File: src/rtl/wb_xbar_pkg.sv
// Shared types and helpers for the Wishbone 1-to-N address decoder.
// Latency: n/a (declarations only).
// Backpressure: n/a (declarations only).
//
// Contents:
//   xbar_state_t  - decoder FSM states
//   DEF_ERR_DATA  - read data returned on error terminations unless overridden
//   clog2()       - bit width needed to hold values 0..value-1, never below 1
package wb_xbar_pkg;

    typedef enum logic [1:0] {
        IDLE = 2'd0,
        BUSY = 2'd1,
        ERR  = 2'd2
    } xbar_state_t;

    localparam logic [31:0] DEF_ERR_DATA = 32'hDEAD_BEEF;

    // A width of at least 1 keeps single-slave and tiny-timeout builds legal.
    function automatic int clog2(input int value);
        int w;
        w = 1;
        while ((1 << w) < value) begin
            w = w + 1;
        end
        return w;
    endfunction

endpackage

File: src/rtl/wb_addr_match.sv
// Address decoder: maps an address onto the slave table, lowest slot wins on overlap.
// Latency: purely combinational, zero cycles.
// Backpressure: none, no state and no handshake.
//
// Ports:
//   adr  in   32     address to decode
//   hit  out  1      address falls inside at least one slave window
//   idx  out  IDX_W  winning slot index, 0 when there is no hit
module wb_addr_match
    import wb_xbar_pkg::*;
#(
    parameter int                   N_SLV    = 2,
    parameter int                   IDX_W    = 1,
    parameter logic [N_SLV*32-1:0]  SLV_BASE = '0,
    parameter logic [N_SLV*32-1:0]  SLV_MASK = '0
) (
    input  logic [31:0]      adr,
    output logic             hit,
    output logic [IDX_W-1:0] idx
);

    // Walk from the highest slot down so the last match written is the
    // lowest index, which gives the priority encoding for overlapping windows.
    always_comb begin
        hit = 1'b0;
        idx = '0;
        for (int k = N_SLV - 1; k >= 0; k--) begin
            if ((adr & SLV_MASK[k*32 +: 32]) == (SLV_BASE[k*32 +: 32] & SLV_MASK[k*32 +: 32])) begin
                hit = 1'b1;
                idx = IDX_W'(k);
            end
        end
    end

endmodule

File: src/rtl/wb_xbar_decoder.sv
// Wishbone classic 1-master to N_SLV-slave decoder with timeout and error termination.
// Latency: strobe to slave 1 cycle after request; master ack same cycle as slave ack; miss errors in cycle 1.
// Backpressure: slave wait states stall the master up to TIMEOUT cycles, then an error ack ends the cycle.
//
// Ports:
//   wbs_clk_i, wbs_rst_ni                 clock, asynchronous active-low reset
//   wbs_stb_i/cyc_i/we_i/sel_i/dat_i/adr_i master request
//   wbs_ack_o/err_o/dat_o                 master response (err qualifies ack)
//   s_stb_o/s_cyc_o                       per-slave strobe, one-hot or zero, only in BUSY
//   s_we_o/s_sel_o/s_dat_o/s_adr_o        request fields broadcast combinationally
//   s_ack_i/s_dat_i                       per-slave responses, s_dat_i packed 32 bits per slot
//   err_cnt_o                             saturating count of error terminations
module wb_xbar_decoder
    import wb_xbar_pkg::*;
#(
    parameter int                   N_SLV    = 2,
    parameter logic [N_SLV*32-1:0]  SLV_BASE = {32'h3800_0000, 32'h3000_0000},
    parameter logic [N_SLV*32-1:0]  SLV_MASK = {32'hFF00_0000, 32'hFF00_0000},
    parameter int                   TIMEOUT  = 255,
    parameter logic [31:0]          ERR_DATA = DEF_ERR_DATA
) (
    input  logic                wbs_clk_i,
    input  logic                wbs_rst_ni,
    input  logic                wbs_stb_i,
    input  logic                wbs_cyc_i,
    input  logic                wbs_we_i,
    input  logic [3:0]          wbs_sel_i,
    input  logic [31:0]         wbs_dat_i,
    input  logic [31:0]         wbs_adr_i,
    output logic                wbs_ack_o,
    output logic                wbs_err_o,
    output logic [31:0]         wbs_dat_o,
    output logic [N_SLV-1:0]    s_stb_o,
    output logic [N_SLV-1:0]    s_cyc_o,
    output logic                s_we_o,
    output logic [3:0]          s_sel_o,
    output logic [31:0]         s_dat_o,
    output logic [31:0]         s_adr_o,
    input  logic [N_SLV-1:0]    s_ack_i,
    input  logic [N_SLV*32-1:0] s_dat_i,
    output logic [15:0]         err_cnt_o
);

    localparam int                GNT_W    = clog2(N_SLV);
    localparam int                TMO_W    = clog2(TIMEOUT);
    localparam logic [TMO_W-1:0]  TMO_LAST = TMO_W'(TIMEOUT - 1);

    xbar_state_t        state_q, state_d;
    logic [GNT_W-1:0]   grant_q, grant_d;
    logic [TMO_W-1:0]   tmo_q, tmo_d;
    logic [15:0]        err_cnt_q;

    logic               req;
    logic               dec_hit;
    logic [GNT_W-1:0]   dec_idx;
    logic               gnt_ack;
    logic [31:0]        gnt_dat;

    assign req = wbs_stb_i & wbs_cyc_i;

    wb_addr_match #(
        .N_SLV    (N_SLV),
        .IDX_W    (GNT_W),
        .SLV_BASE (SLV_BASE),
        .SLV_MASK (SLV_MASK)
    ) u_match (
        .adr (wbs_adr_i),
        .hit (dec_hit),
        .idx (dec_idx)
    );

    // Request fields are never registered; slaves see them as the master drives them.
    assign s_we_o  = wbs_we_i;
    assign s_sel_o = wbs_sel_i;
    assign s_dat_o = wbs_dat_i;
    assign s_adr_o = wbs_adr_i;

    // Select the granted slave's response. Only the granted slot is ever
    // looked at, so stray acks from other slaves cannot complete a cycle.
    always_comb begin
        gnt_ack = 1'b0;
        gnt_dat = '0;
        for (int k = 0; k < N_SLV; k++) begin
            if (grant_q == GNT_W'(k)) begin
                gnt_ack = s_ack_i[k];
                gnt_dat = s_dat_i[k*32 +: 32];
            end
        end
    end

    // Strobe follows the master combinationally while BUSY, so dropping stb
    // or cyc withdraws it in the same cycle.
    always_comb begin
        s_stb_o = '0;
        for (int k = 0; k < N_SLV; k++) begin
            s_stb_o[k] = (state_q == BUSY) && req && (grant_q == GNT_W'(k));
        end
    end

    assign s_cyc_o = s_stb_o;

    always_comb begin
        state_d   = state_q;
        grant_d   = grant_q;
        tmo_d     = tmo_q;
        wbs_ack_o = 1'b0;
        wbs_err_o = 1'b0;
        wbs_dat_o = '0;

        case (state_q)
            IDLE: begin
                if (req) begin
                    if (dec_hit) begin
                        grant_d = dec_idx;
                        tmo_d   = '0;
                        state_d = BUSY;
                    end else begin
                        state_d = ERR;
                    end
                end
            end

            BUSY: begin
                // Abort has priority: a master that gave up the bus gets no ack.
                if (!wbs_cyc_i) begin
                    state_d = IDLE;
                end else if (gnt_ack) begin
                    wbs_ack_o = 1'b1;
                    wbs_dat_o = gnt_dat;
                    state_d   = IDLE;
                end else if (tmo_q == TMO_LAST) begin
                    state_d = ERR;
                end else begin
                    tmo_d = tmo_q + TMO_W'(1);
                end
            end

            ERR: begin
                wbs_ack_o = 1'b1;
                wbs_err_o = 1'b1;
                wbs_dat_o = ERR_DATA;
                state_d   = IDLE;
            end

            default: begin
                state_d = IDLE;
            end
        endcase
    end

    always_ff @(posedge wbs_clk_i or negedge wbs_rst_ni) begin
        if (!wbs_rst_ni) begin
            state_q <= IDLE;
            grant_q <= '0;
            tmo_q   <= '0;
        end else begin
            state_q <= state_d;
            grant_q <= grant_d;
            tmo_q   <= tmo_d;
        end
    end

    // One increment per error termination; ERR lasts exactly one cycle.
    always_ff @(posedge wbs_clk_i or negedge wbs_rst_ni) begin
        if (!wbs_rst_ni) begin
            err_cnt_q <= '0;
        end else if ((state_q == ERR) && (err_cnt_q != 16'hFFFF)) begin
            err_cnt_q <= err_cnt_q + 16'd1;
        end
    end

    assign err_cnt_o = err_cnt_q;

endmodule

File: config.mk
export PLATFORM = sky130hd
export DESIGN_NAME = wb_xbar_decoder
export DESIGN_NICKNAME = d
export VERILOG_FILES = /design/src/rtl/wb_xbar_pkg.sv /design/src/rtl/wb_addr_match.sv /design/src/rtl/wb_xbar_decoder.sv
export SDC_FILE = /design/constraint.sdc
export NUM_CORES = 1
export LEC_CHECK = 0
export ABC_AREA = 1
export CAP_MARGIN = 20
export CORE_AREA = 2 2 101 103
export DETAILED_ROUTE_END_ITERATION = 12
export DIE_AREA = 0 0 103 105
export PLACE_DENSITY = 0.79
export SLEW_MARGIN = 20
export SYNTH_ARGS = -nofsm -noshare
export SYNTH_HDL_FRONTEND = slang
export SYNTH_SLANG_ARGS = --single-unit
File: constraint.sdc
create_clock -name wbs_clk_i -period 3.1 [get_ports wbs_clk_i]
set_input_delay 0.31 -clock wbs_clk_i [delete_from_list [all_inputs] [get_ports wbs_clk_i]]
set_output_delay 0.31 -clock wbs_clk_i [all_outputs]
set_load 0.05 [all_outputs]
### After elaboration in Yosys (flattened, before gate mapping)

Cells that the tools add are included.

| cells by class | value |
|---|---|
| add/subtract/negate cells | 2 |
| equality and inequality tests | 12 |
| mux-type cells | 24 |
| bitwise operators | 2 |
| reduce and logical (&&, ||, !) cells | 9 |

Operator list:

| cell | number |
|---|---|
| $mux W32 | 3 |
| $pmux W32 S2 | 1 |
| $mux W8 | 5 |
| $add A16 B1 Y16 const B | 1 |
| $eq A8 B6 Y1 const B | 2 |
| $ne A16 B16 Y1 const B | 1 |
| $pmux W8 S2 | 1 |
| $mux W2 | 5 |
| $ne A2 B2 Y1 const B | 5 |
| $add A8 B1 Y8 const B | 1 |
| $eq A8 B8 Y1 const B | 1 |
| $mux W1 | 7 |
| $reduce_and A6 Y1 | 1 |
| $logic_and A1 B1 Y1 | 4 |
| $ne A4 B3 Y1 const B | 1 |
| $pmux W2 S2 | 1 |
| $reduce_and A3 Y1 | 1 |
| $eq A2 B1 Y1 const B | 1 |
| $eq A2 B2 Y1 const B | 1 |
| $logic_not A2 Y1 | 1 |
| $pmux W1 S2 | 1 |
| $reduce_and A2 Y1 | 1 |
| $reduce_bool A2 Y1 | 1 |
| $and A1 B1 Y1 | 1 |
| $not A1 Y1 | 1 |

| storage, ports and cells | value |
|---|---|
| flip-flop bits (word level) | 27 |
| input port bits | 139 |
| output and inout bits | 123 |
| word-level logic and storage cells | 53 |

### Logic depth before layout (Yosys ltp)

Gate-level depths: netlist of run 1.

| depth | value |
|---|---|
| word-level depth | 6 |
| mapped depth | 11 |
| gate-level depth less buffers | 10 |

### Hierarchy

Synthesis of run 1 repeated with hierarchy kept, for this count alone.

| unflattened totals | value |
|---|---|
| cell total of the unflattened synthesis | 461 |
| area total of the unflattened synthesis | 3,027.9 um^2 |

By module, submodules not included:

| module | instances | cells each | area an instance (um^2) | seq. area each (um^2) |
|---|---|---|---|---|
| wb_xbar_decoder | 1 | 449 | 2,980.4 | 675.6 |
| wb_addr_match | 1 | 12 | 47.5 | 0.0 |

### Worst setup path after synthesis of run 1

Ideal clock, no wire load.

| path | value |
|---|---|
| path type | register to output |
| start | reg state_q[1] |
| end | out s_stb_o[0] |
| arrival | 2.369 ns |
| data required time | 2.790 ns |
| setup slack | 0.421 ns |
| stages on the path, launching flop included | 7 |
| path buffers | 2 |
| path through | dfrtp_1 inv_1 ha_1 buf_2 inv_1 nor3_1 buf_4 |

| on the way | value |
|---|---|
| word-level cells in the longest chain between the ends | 3 |

Ends and longest elaborated chain:

| item | RTL line | source |
|---|---|---|
| start: declaration | wb_xbar_decoder.sv:48 | `xbar_state_t state_q, state_d;` |
| start signal: assignment | wb_xbar_decoder.sv:157 | `state_q <= state_d;` |
| $eq A2 B1 Y1 | wb_xbar_decoder.sv:96 | `s_stb_o[k] = (state_q == BUSY) && req && (grant_q == GNT_W'(k));` |
| $logic_and A1 B1 Y1 (2 in a row) | wb_xbar_decoder.sv:96 |  |
| end: declaration | wb_xbar_decoder.sv:33 | `output logic [N_SLV-1:0] s_stb_o,` |

No other way between the ends.

### Worst setup path after layout of run 1

| path | value |
|---|---|
| start | reg state_q[1] |
| end | out s_cyc_o[0] |

| on the way | value |
|---|---|
| word-level cells in the longest chain between the ends | 3 |

Ends and longest elaborated chain:

| item | RTL line | source |
|---|---|---|
| $eq A2 B1 Y1 | wb_xbar_decoder.sv:96 |  |
| $logic_and A1 B1 Y1 (2 in a row) | wb_xbar_decoder.sv:96 |  |
| end: declaration | wb_xbar_decoder.sv:34 | `output logic [N_SLV-1:0] s_cyc_o,` |

No other way between the ends.

==> results of run 1 <==
-- through the flow --
stage	instance area, sq um	setup WS, ns	cells	util [%]
final	4115	0.5561	633	42.69
after global routing	4115	0.4303	633	42.69
after CTS	4115	0.5614	633	42.69
after detailed placement	4070	0.6707	629	42.22
after global placement	4070	0.6907	629	42.22
after floorplan	2932	0.4214	441	-
-- placed cells by master, fill, tap and decap left out --
cell             netlist  routed
nand2_2                6       6
inv_6                  1       1
inv_1                 30      30
o21ai_1                3       3
nor3_1                 3       3
nand2_1              144     144
nand3_1               17      17
nand4_1                3       3
clkbuf_1               8       1
and2_4                 1       1
nand2_4                1       1
clkbuf_8               0       3
nor2_1                22      22
o211ai_1               1       1
or2_2                  2       2
xnor2_1                7       7
a21oi_1               38      38
dfrtp_1               27      27
clkdlybuf4s50_1        0     104
a21oi_2               20      20
xor2_1                 2       2
ha_1                   6       6
o21ai_0               14      14
nor3_2                 1       1
nand4_4                1       1
buf_12                 0      23
buf_4                 71      16
o21bai_1               1       1
nor2_4                 2       2
-- worst max-delay path, delay by kind of cell (launching register included) --
kind | cells | cell delay [ns]
adder cells (fa/ha/maj) | 1 | 0.17
buffers and inverters | 3 | 1.07
flip-flops | 1 | 0.41
AND/OR/NAND/NOR | 1 | 0.31
-- area by class of cell --
class / count / area share (%)
timing repair buffer: 143 / 39.40
multi-input combinational: 295 / 36.09
sequential: 27 / 16.42
tap: 133 / 4.044
inverter: 31 / 2.949
clock buffer: 4 / 1.095
-- routing by layer --
metal,up-vias,global-route usage (%),routed length (microns)
li1,1442,-,-
met1,1358,19.84,3837
met2,139,29.31,4721
met3,14,4.816,1078
met4,0,3.383,112
met5,-,0,0
-- flip-flops by register name (all words and copies together), names as in the netlist --
register,cells
err_cnt_o,16
grant_q,1
state_q,2
tmo_q,8
-- cell families (layout without fill, tap and decap cells) --
family,Yosys count,after routing
flip-flops,27,27
AND/OR/NAND/NOR,203,203
adder cells (fa/ha/maj),6,6
buffers and inverters,119,178
AO/OA/AOI/OAI,77,77
XOR/XNOR,9,9
-- path summary, 6_finish.rpt --
kind,from,endpoint,slack [ns],depth (start not counted)
min,wbs_rst_ni,state_q[0]$_DFFE_PN0P_,0.42,2
max reg2reg,state_q[0]$_DFFE_PN0P_,err_cnt_o[3]$_DFFE_PN0P_,1.33,6
max in group asynchronous,wbs_rst_ni,err_cnt_o[5]$_DFFE_PN0P_,2.40,2
max,state_q[1]$_DFFE_PN0P_,s_cyc_o[0],0.56,5
min in group wbs_clk_i,state_q[1]$_DFFE_PN0P_,state_q[1]$_DFFE_PN0P_,0.54,2
min reg2reg,state_q[1]$_DFFE_PN0P_,state_q[1]$_DFFE_PN0P_,0.54,2
-- power breakdown --
| part | internal [mW] | switching (mW) |
|---|---|---|
| logic | 0.795 | 1.22 |
| clock network | 0.0919 | 0.107 |
| registers | 0.404 | 0.0729 |
| total | 1.29 | 1.40 |
==> metrics, run 1 <==
Final ANT Viol Nets=0; run status=completed; largest net degree at the start of global routing=35; Yosys cell types=29; Slew HR=between 60 and 70%; multiplexer share of the synthesized area=0%; Tot Pwr=2.690 mW; Startpoint Class=register; slowest CP cell=clkdlybuf4s50_1; Total GRT Usage=16.66%; grt ovf=0; area added between synthesis and finish=40.38%; Slew @ Worst Pin=0.5668 ns; Residual DRC=0; final setup vio count=0; top-count cell post-synth=nand2_1; complex-gate fraction of the synthesized area=15.88%; Synth area leaders=dfrtp_1 23%, nand2_1 18%, buf_4 18%; multi-input combinational cell area=1485 sq um; Site Rows=36; via count=between 2k and 3k; Synth top cells by count=144 x nand2_1, 71 x buf_4, 38 x a21oi_1; FF+latch count, synth=27; share of cells above drive strength 1=between 15 and 20%; xor and xnor fraction of the mapped netlist area=roughly 2.7%; CP Capture Type=primary output; die area=roughly 11000 sq um; clock root cell=clkbuf_8; CTS tree=done; Tightest Hold Check Type=in -> async; initial DRC count=around 130; setup TNS=0 ns; DR vias/cell=4.665; post-DP HPWL=just under 8000 microns; Nets=~650; Max Freq=between 300 and 400 MHz; worst-path cell chain=inv_1 -> ha_1 -> inv_1 -> nor3_1 -> clkdlybuf4s50_1; Synth Area in Simple Gates=between 20 and 30%; RSZ-0062 raised after global routing=false; IO buf count=~140; top_reg_cell synth=dfrtp_1; main combinational cell family by area after synthesis=simple AND/OR/NAND/NOR gates; Lkg Pwr=1.747 nW; CTS clk-pin slew, worst paths=0.09 ns; vias in the first global route=about 2.9k; placer's final routability congestion estimate=~0.87; post-synthesis cell count=around 440; Sink Count=27; Clock Latency Late Sink=approximately 0.26 ns; Post-Syn Nets=between 500 and 600; first-pass GRT wire length=between 10000 and 15000 microns; CP peak stage delay=~0.88 ns; fillcell total=977; H-tree levels=1; Total Routed Length=about 10000 microns; core area=just under 10000 sq um; Initial Util=between 30% and 40%; Layout Skew=about 0.0034 ns; Peak supply drop=about 0.00043 V; Seq/Total Area, Yosys=a little under a quarter; total CTS buffers=3; Synth top area share=between 20% and 30%; Die X-Extent=roughly 100 microns; fin crit share=about 82%; adder-cell share of the synthesized area=under 10%; Final min period=2.544 ns; cell repeated most along the worst path=inv_1; Synth async-reset ratio=100.0%; Avg Cell Area, Syn=around 6.6 sq um; PwrDens=about 650 nW/um^2; YS warnings=0; Setup CP Type=reg -> out; cts hold-fix bufs=0; leading area contributor after synthesis=dfrtp_1; crit path DAT=roughly 2.2 ns; hold_ws=between 0.4 and 0.5 ns; Final Slew Violations=0; DR pass1 iterations=4; register area=675.6 sq um; critical path required time=2.79 ns; total of max-cap violations=0; Die Height=between 100 and 150 microns; Clock Path Buffers=2; Final Hold Violating Endpoints=0; EDFF count, synth=0; WL/cell=~15 microns; Inserted Diodes=0; post-CTS resize count=0; I/O pins=around 260; CP Max Fanout=5; Post-CTS Setup Bufs=0; Cell Area, Synth=about 2900 sq um; initial antenna violation count=0
Note: power is estimated with default switching activity, not from simulation.
==> run 2: changes to the inputs <==
--- a/config.mk
+++ b/config.mk
@@ -7,10 +7,10 @@
 export LEC_CHECK = 0
 export ABC_AREA = 1
 export CAP_MARGIN = 20
-export CORE_AREA = 2 2 101 103
+export CORE_AREA = 2 2 102 104
 export DETAILED_ROUTE_END_ITERATION = 12
-export DIE_AREA = 0 0 103 105
-export PLACE_DENSITY = 0.79
+export DIE_AREA = 0 0 104 106
+export PLACE_DENSITY = 0.77
 export SLEW_MARGIN = 20
 export SYNTH_ARGS = -nofsm -noshare
 export SYNTH_HDL_FRONTEND = slang
==> constraint.sdc (replaced) <==
create_clock -name wbs_clk_i -period 2.4 [get_ports wbs_clk_i]
set_input_delay 0.24 -clock wbs_clk_i [delete_from_list [all_inputs] [get_ports wbs_clk_i]]
set_output_delay 0.24 -clock wbs_clk_i [all_outputs]
set_load 0.05 [all_outputs]
==> metrics, run 2 (synthesized netlist as in run 1, its figures left out) <==
core area=10000 sq um (+3.7%); PwrDens=765.9 nW/um^2 (+17%); post-DP HPWL=7716 microns (-0.80%); Initial Util=29.32% (-1.1 points); Final min period=2.236 ns; slowest CP cell=dfrtp_1; Startpoint Class=register; Peak supply drop=0.0005127 V (+21%); initial DRC count=145 (+9.0%); H-tree levels=1 (unchanged); clock root cell=clkbuf_8; grt ovf=0 (unchanged); Setup CP Type=reg -> out; critical path required time=2.16 ns (-0.63 ns); CP Max Fanout=13 (+8); commonest non-fill, non-tap cell in the layout=nand2_1; CP Capture Type=primary output; commonest non-fill, non-tap cells in the layout=144 x nand2_1, 101 x clkdlybuf4s50_1, 33 x a21oi_1, 30 x inv_1, 29 x buf_4; fin crit share=between 90% and 100%; CTS clk-pin slew, worst paths=0.10 ns (about the same); Slew HR=61.93% (-0.28 points); setup TNS=0 ns (unchanged); hold_ws=0.3287 ns (-0.09022 ns); Final Hold Violating Endpoints=0 (unchanged); share of cells above drive strength 1=18.06% (+2.7 points); Final Slew Violations=0 (unchanged); Layout Skew=0.008930 ns (+0.005529 ns); worst-path cell chain=inv_1 -> ha_1 -> nand4_4 -> and2_4 -> a21oi_2 -> buf_6; CTS tree=done; Residual DRC=0 (unchanged); run status=completed; largest net degree at the start of global routing=34 (-2.9%); Max Freq=447.2 MHz; first-pass GRT wire length=15370 microns (+5.3%); Sink Count=27 (unchanged); Nets=650 (+0.62%); initial antenna violation count=0 (unchanged); die area=11020 sq um (+1.9%); Total GRT Usage=16.94% (+0.29 points); crit path DAT=2.00 ns (-0.23 ns); IO buf count=139 (unchanged); max FFs per register=16 (unchanged); Site Rows=37 (+2.8%); DR vias/cell=4.598 (-1.4%); vias in the first global route=2931 (+0.45%); Post-CTS Setup Bufs=0 (unchanged); area added between synthesis and finish=38.80%; WL/cell=15.34 microns (-0.38%); total CTS buffers=3 (unchanged); Die Height=106 microns (+0.95%); Final ANT Viol Nets=0 (unchanged); placer's final routability congestion estimate=0.9074 (+3.7%); total of max-cap violations=0 (unchanged); RSZ-0062 raised after global routing=false; I/O pins=262 (unchanged); DR pass1 iterations=5 (+1); Die X-Extent=104 microns (+0.97%); Tightest Hold Check Type=in -> async; Clock Path Buffers=2 (unchanged); Clock Latency Late Sink=0.27 ns (about the same); final setup vio count=0 (unchanged); via count=2943 (-0.34%); Inserted Diodes=0 (unchanged); Total Routed Length=9820 microns (+0.72%); Slew @ Worst Pin=0.5710 ns (+0.004199 ns); Lkg Pwr=1.744 nW (-0.20%); CP peak stage delay=0.38 ns (-0.50 ns)
## run 2: cell types whose count changed in the layout (fill, tap and decap cells not counted), moves of 3 or more
cell             change
a21oi_2              +5
buf_4               +13
buf_12               -8
clkdlybuf4s50_1      -3
a21oi_1              -5
## run 2: worst max-delay path, delay by kind of cell (launching register included)
kind,cells,cell delay (ns)
adders and majority gates,1,0.35
DFF,1,0.38
AOI/OAI and AO/OA,1,0.21
buffers and inverters,2,0.26
and+or+nand+nor,2,0.52
## run 2: per-stage QoR
step / std cells / worst slack, ns / total power, mW / utilization, % / instance area, sq um
detailed placement: 635 / 0.3418 / 2.836 / 40.08 / 4008
floorplan: 441 / -0.2086 / 2.440 / - / 2950
finish: 640 / 0.1639 / 3.116 / 40.69 / 4069
global route: 640 / 0.01506 / 3.308 / 40.69 / 4069
global placement: 635 / 0.3907 / 2.819 / 40.08 / 4008
CTS: 639 / 0.1149 / 3.110 / 40.54 / 4054
## run 2: worst paths after layout
| check | startpoint | end | slack [ns] | cells after the start |
|---|---|---|---|---|
| min in group wbs_clk_i | wbs_adr_i[0] | s_adr_o[0] | 0.48 | 0 |
| max | state_q[0]$_DFFE_PN0P_ | wbs_dat_o[1] | 0.16 | 6 |
| max in group asynchronous | wbs_rst_ni | grant_q$_DFFE_PN0P_ | 1.80 | 2 |
| max reg2reg | state_q[0]$_DFFE_PN0P_ | err_cnt_o[1]$_DFFE_PN0P_ | 0.63 | 7 |
| min | wbs_rst_ni | err_cnt_o[6]$_DFFE_PN0P_ | 0.33 | 2 |
| min reg2reg | state_q[1]$_DFFE_PN0P_ | state_q[1]$_DFFE_PN0P_ | 0.52 | 2 |
## run 2: final cells by class
type | count | area, sq um
tap | 136 | 170.2
fill | 1065 | 5931
multi-input combinational | 296 | 1515
sequential | 27 | 675.6
clock inverter | 1 | 5.005
inverter | 31 | 121.4
clock buffer | 3 | 41.29
timing repair buffer | 146 | 1540
## run 2: timing repair
action | 4_1_cts | 5_1_grt
endpoints found under the setup margin | 0 | 1
hold buffers | 0 | 0
resized for setup | 0 | 3
## run 2: where the power goes
| part | internal, mW | switching [mW] | total [mW] |
|---|---|---|---|
| logic | 0.742 | 1.51 | 2.25 |
| clock network | 0.116 | 0.140 | 0.256 |
| registers | 0.522 | 0.0887 | 0.611 |
| total | 1.38 | 1.74 | 3.12 |
## run 2: per-layer routing
layer	share of wire, %	track usage (%)
met5	0	0
met4	0.77	2.413
met3	8.3	5.702
met2	51	31.25
met1	40	19.40
==> run 3: changes to the inputs <==
--- a/config.mk
+++ b/config.mk
@@ -7,10 +7,10 @@
 export LEC_CHECK = 0
 export ABC_AREA = 1
 export CAP_MARGIN = 20
-export CORE_AREA = 2 2 102 104
+export CORE_AREA = 2 2 100 102
 export DETAILED_ROUTE_END_ITERATION = 12
-export DIE_AREA = 0 0 104 106
-export PLACE_DENSITY = 0.77
+export DIE_AREA = 0 0 102 104
+export DONT_BUFFER_PORTS = 1
 export SLEW_MARGIN = 20
 export SYNTH_ARGS = -nofsm -noshare
 export SYNTH_HDL_FRONTEND = slang
==> metrics, run 3 (synthesized netlist as in run 1, its figures left out) <==
cts hold-fix bufs=2 (+2); commonest non-fill, non-tap cell in the layout=nand2_1; r2r startpoint=err_cnt_o[0]$_DFFE_PN0P_; max FFs per register=16 (unchanged); register area=675.6 sq um (unchanged); multi-input combinational cell area=1516 sq um (about the same); Die Height=104 microns (-1.9%); grt ovf=0 (unchanged); WL/cell=15.52 microns (+1.2%); largest net degree at the start of global routing=34 (unchanged); post-CTS resize count=0 (unchanged); Post-CTS Setup Bufs=0 (unchanged); Final Hold Violating Endpoints=0 (unchanged); Nets=563 (-13%); end of the worst hold path=grant_q$_DFFE_PN0P_; commonest non-fill, non-tap cells in the layout=144 x nand2_1, 33 x a21oi_1, 32 x buf_4, 30 x inv_1, 27 x dfrtp_1; post-DP HPWL=6995 microns (-9.3%); Initial Util=30.70% (+1.4 points); Slew HR=58.28% (-3.6 points); Total GRT Usage=14.66% (-2.3 points); dpl ws=0.4580 ns (+0.1162 ns); CTS tree=done; Lkg Pwr=1.464 nW (-16%); Peak supply drop=0.0005029 V (-1.9%); via count=2578 (-12%); I/O pins=262 (unchanged); initial antenna violation count=0 (unchanged); DR vias/cell=4.687 (+1.9%); total CTS buffers=3 (unchanged); first-pass GRT wire length=12510 microns (-19%); Final Slew Violations=0 (unchanged); hold path cells=2; fin crit share=93.97% (+0.80 points); Clock Path Buffers=2 (unchanged); PwrDens=1013 nW/um^2 (+32%); Clock Latency Late Sink=0.28 ns (about the same); Inserted Diodes=0 (unchanged); core area=9549 sq um (-4.5%); setup ws final=0.1447 ns (-0.01913 ns); Sink Count=27 (unchanged); Layout Skew=0.01003 ns (+0.001102 ns); Slew @ Worst Pin=0.6257 ns (+0.05472 ns); CP Max Fanout=25 (+12); share of cells above drive strength 1=25.42% (+7.4 points); Residual DRC=0 (unchanged); reg2reg end=err_cnt_o[8]$_DFFE_PN0P_; clock root cell=clkbuf_8; fillcell total=1021 (-4.1%); initial DRC count=175 (+21%); RSZ-0062 raised after global routing=false; Worst Reg-to-Reg Cells=8 (+1); Register-to-Register Setup Slack=0.65 ns (+0.02 ns); Setup CP Type=reg -> out; critical path required time=2.16 ns (about the same); DR pass1 iterations=4 (-1); Tightest Hold Check Type=in -> reg; final setup vio count=0 (unchanged); setup TNS=0 ns (unchanged); CTS clk-pin slew, worst paths=0.10 ns (about the same); Total Routed Length=8537 microns (-13%); Die X-Extent=102 microns (-1.9%); area added between synthesis and finish=12.63%; IO buf count=0 (-100%); run status=completed; CP Capture Type=primary output; Final ANT Viol Nets=0 (unchanged); Final min period=2.255 ns (+0.01913 ns); H-tree levels=1 (unchanged); Site Rows=36 (-2.7%); crit path DAT=2.02 ns (+0.02 ns); total of max-cap violations=0 (unchanged); die area=10610 sq um (-3.8%); Max Freq=443.4 MHz (-0.85%); hold path startpoint=wbs_adr_i[27]; placer's final routability congestion estimate=0.8087 (-11%); vias in the first global route=2420 (-17%); Startpoint Class=register
run 3: cell types whose count changed in the layout (fill, tap and decap cells not counted), sizes merged:
| cell | delta |
|---|---|
| buf | +14 |
| dlygate4sd3 | +1 |
| and2 | -1 |
| clkinvlp | +1 |
| clkdlybuf4s50 | -101 |
| clkinv | -1 |
run 3: layout make-up:
cell class	count	share of cell area, %
Timing Repair Buffer	60	23.42
Tap cell	133	5.040
Inverter	31	3.676
Sequential cell	27	20.46
Clock inverter	1	0.2274
Clock buffer	3	1.250
Multi-Input combinational cell	295	45.93
run 3: worst max-delay path by stage:
stage,startpoint,end,slack (ns),cells past startpoint
after floorplan,state_q[1]$_DFFE_PN0P_,s_stb_o[0],-0.21,6
after global placement,grant_q$_DFFE_PN0P_,wbs_dat_o[21],0.51,6
after detailed placement,state_q[0]$_DFFE_PN0P_,wbs_dat_o[19],0.46,6
after CTS,grant_q$_DFFE_PN0P_,wbs_dat_o[19],0.13,6
after global routing,grant_q$_DFFE_PN0P_,wbs_dat_o[30],0.04,6
final,state_q[0]$_DFFE_PN0P_,wbs_dat_o[30],0.14,6
run 3: critical path, stage by stage, from the launching register on:
cell     delay [ns]
dfrtp_1        0.39
inv_1          0.07
ha_1           0.34
nand4_4        0.17
and2_4         0.30
a21oi_2        0.28
buf_12         0.18
run 3: stage by stage:
| stage | power [mW] | cell area [sq um] | utilization (%) | cells | hold slack, ns |
|---|---|---|---|---|---|
| 6_report | 3.346 | 3302 | 34.58 | 550 | 0.1447 |
| 2_1_floorplan | 2.440 | 2950 | - | 441 | -0.05559 |
| 4_1_cts | 3.385 | 3302 | 34.58 | 550 | 0.1406 |
| 5_1_grt | 3.518 | 3302 | 34.58 | 550 | 0.1332 |
| 3_5_place_dp | 3.075 | 3223 | 33.75 | 544 | -0.05483 |
| 3_3_place_gp | 3.058 | 3223 | 33.75 | 544 | -0.05480 |
run 3: routing by layer:
layer,up-vias,track usage [%],share of wire [%]
met5,-,0,0
met4,0,2.000,0.63
li1,1278,-,-
met3,4,4.368,10
met2,116,26.60,49
met1,1180,17.17,40
run 3: power by group:
part           total [mW]  internal (mW)  switching, mW
registers           0.586          0.523         0.0631
clock network       0.274          0.118          0.156
logic                2.49          0.931           1.56
total                3.35           1.57           1.77
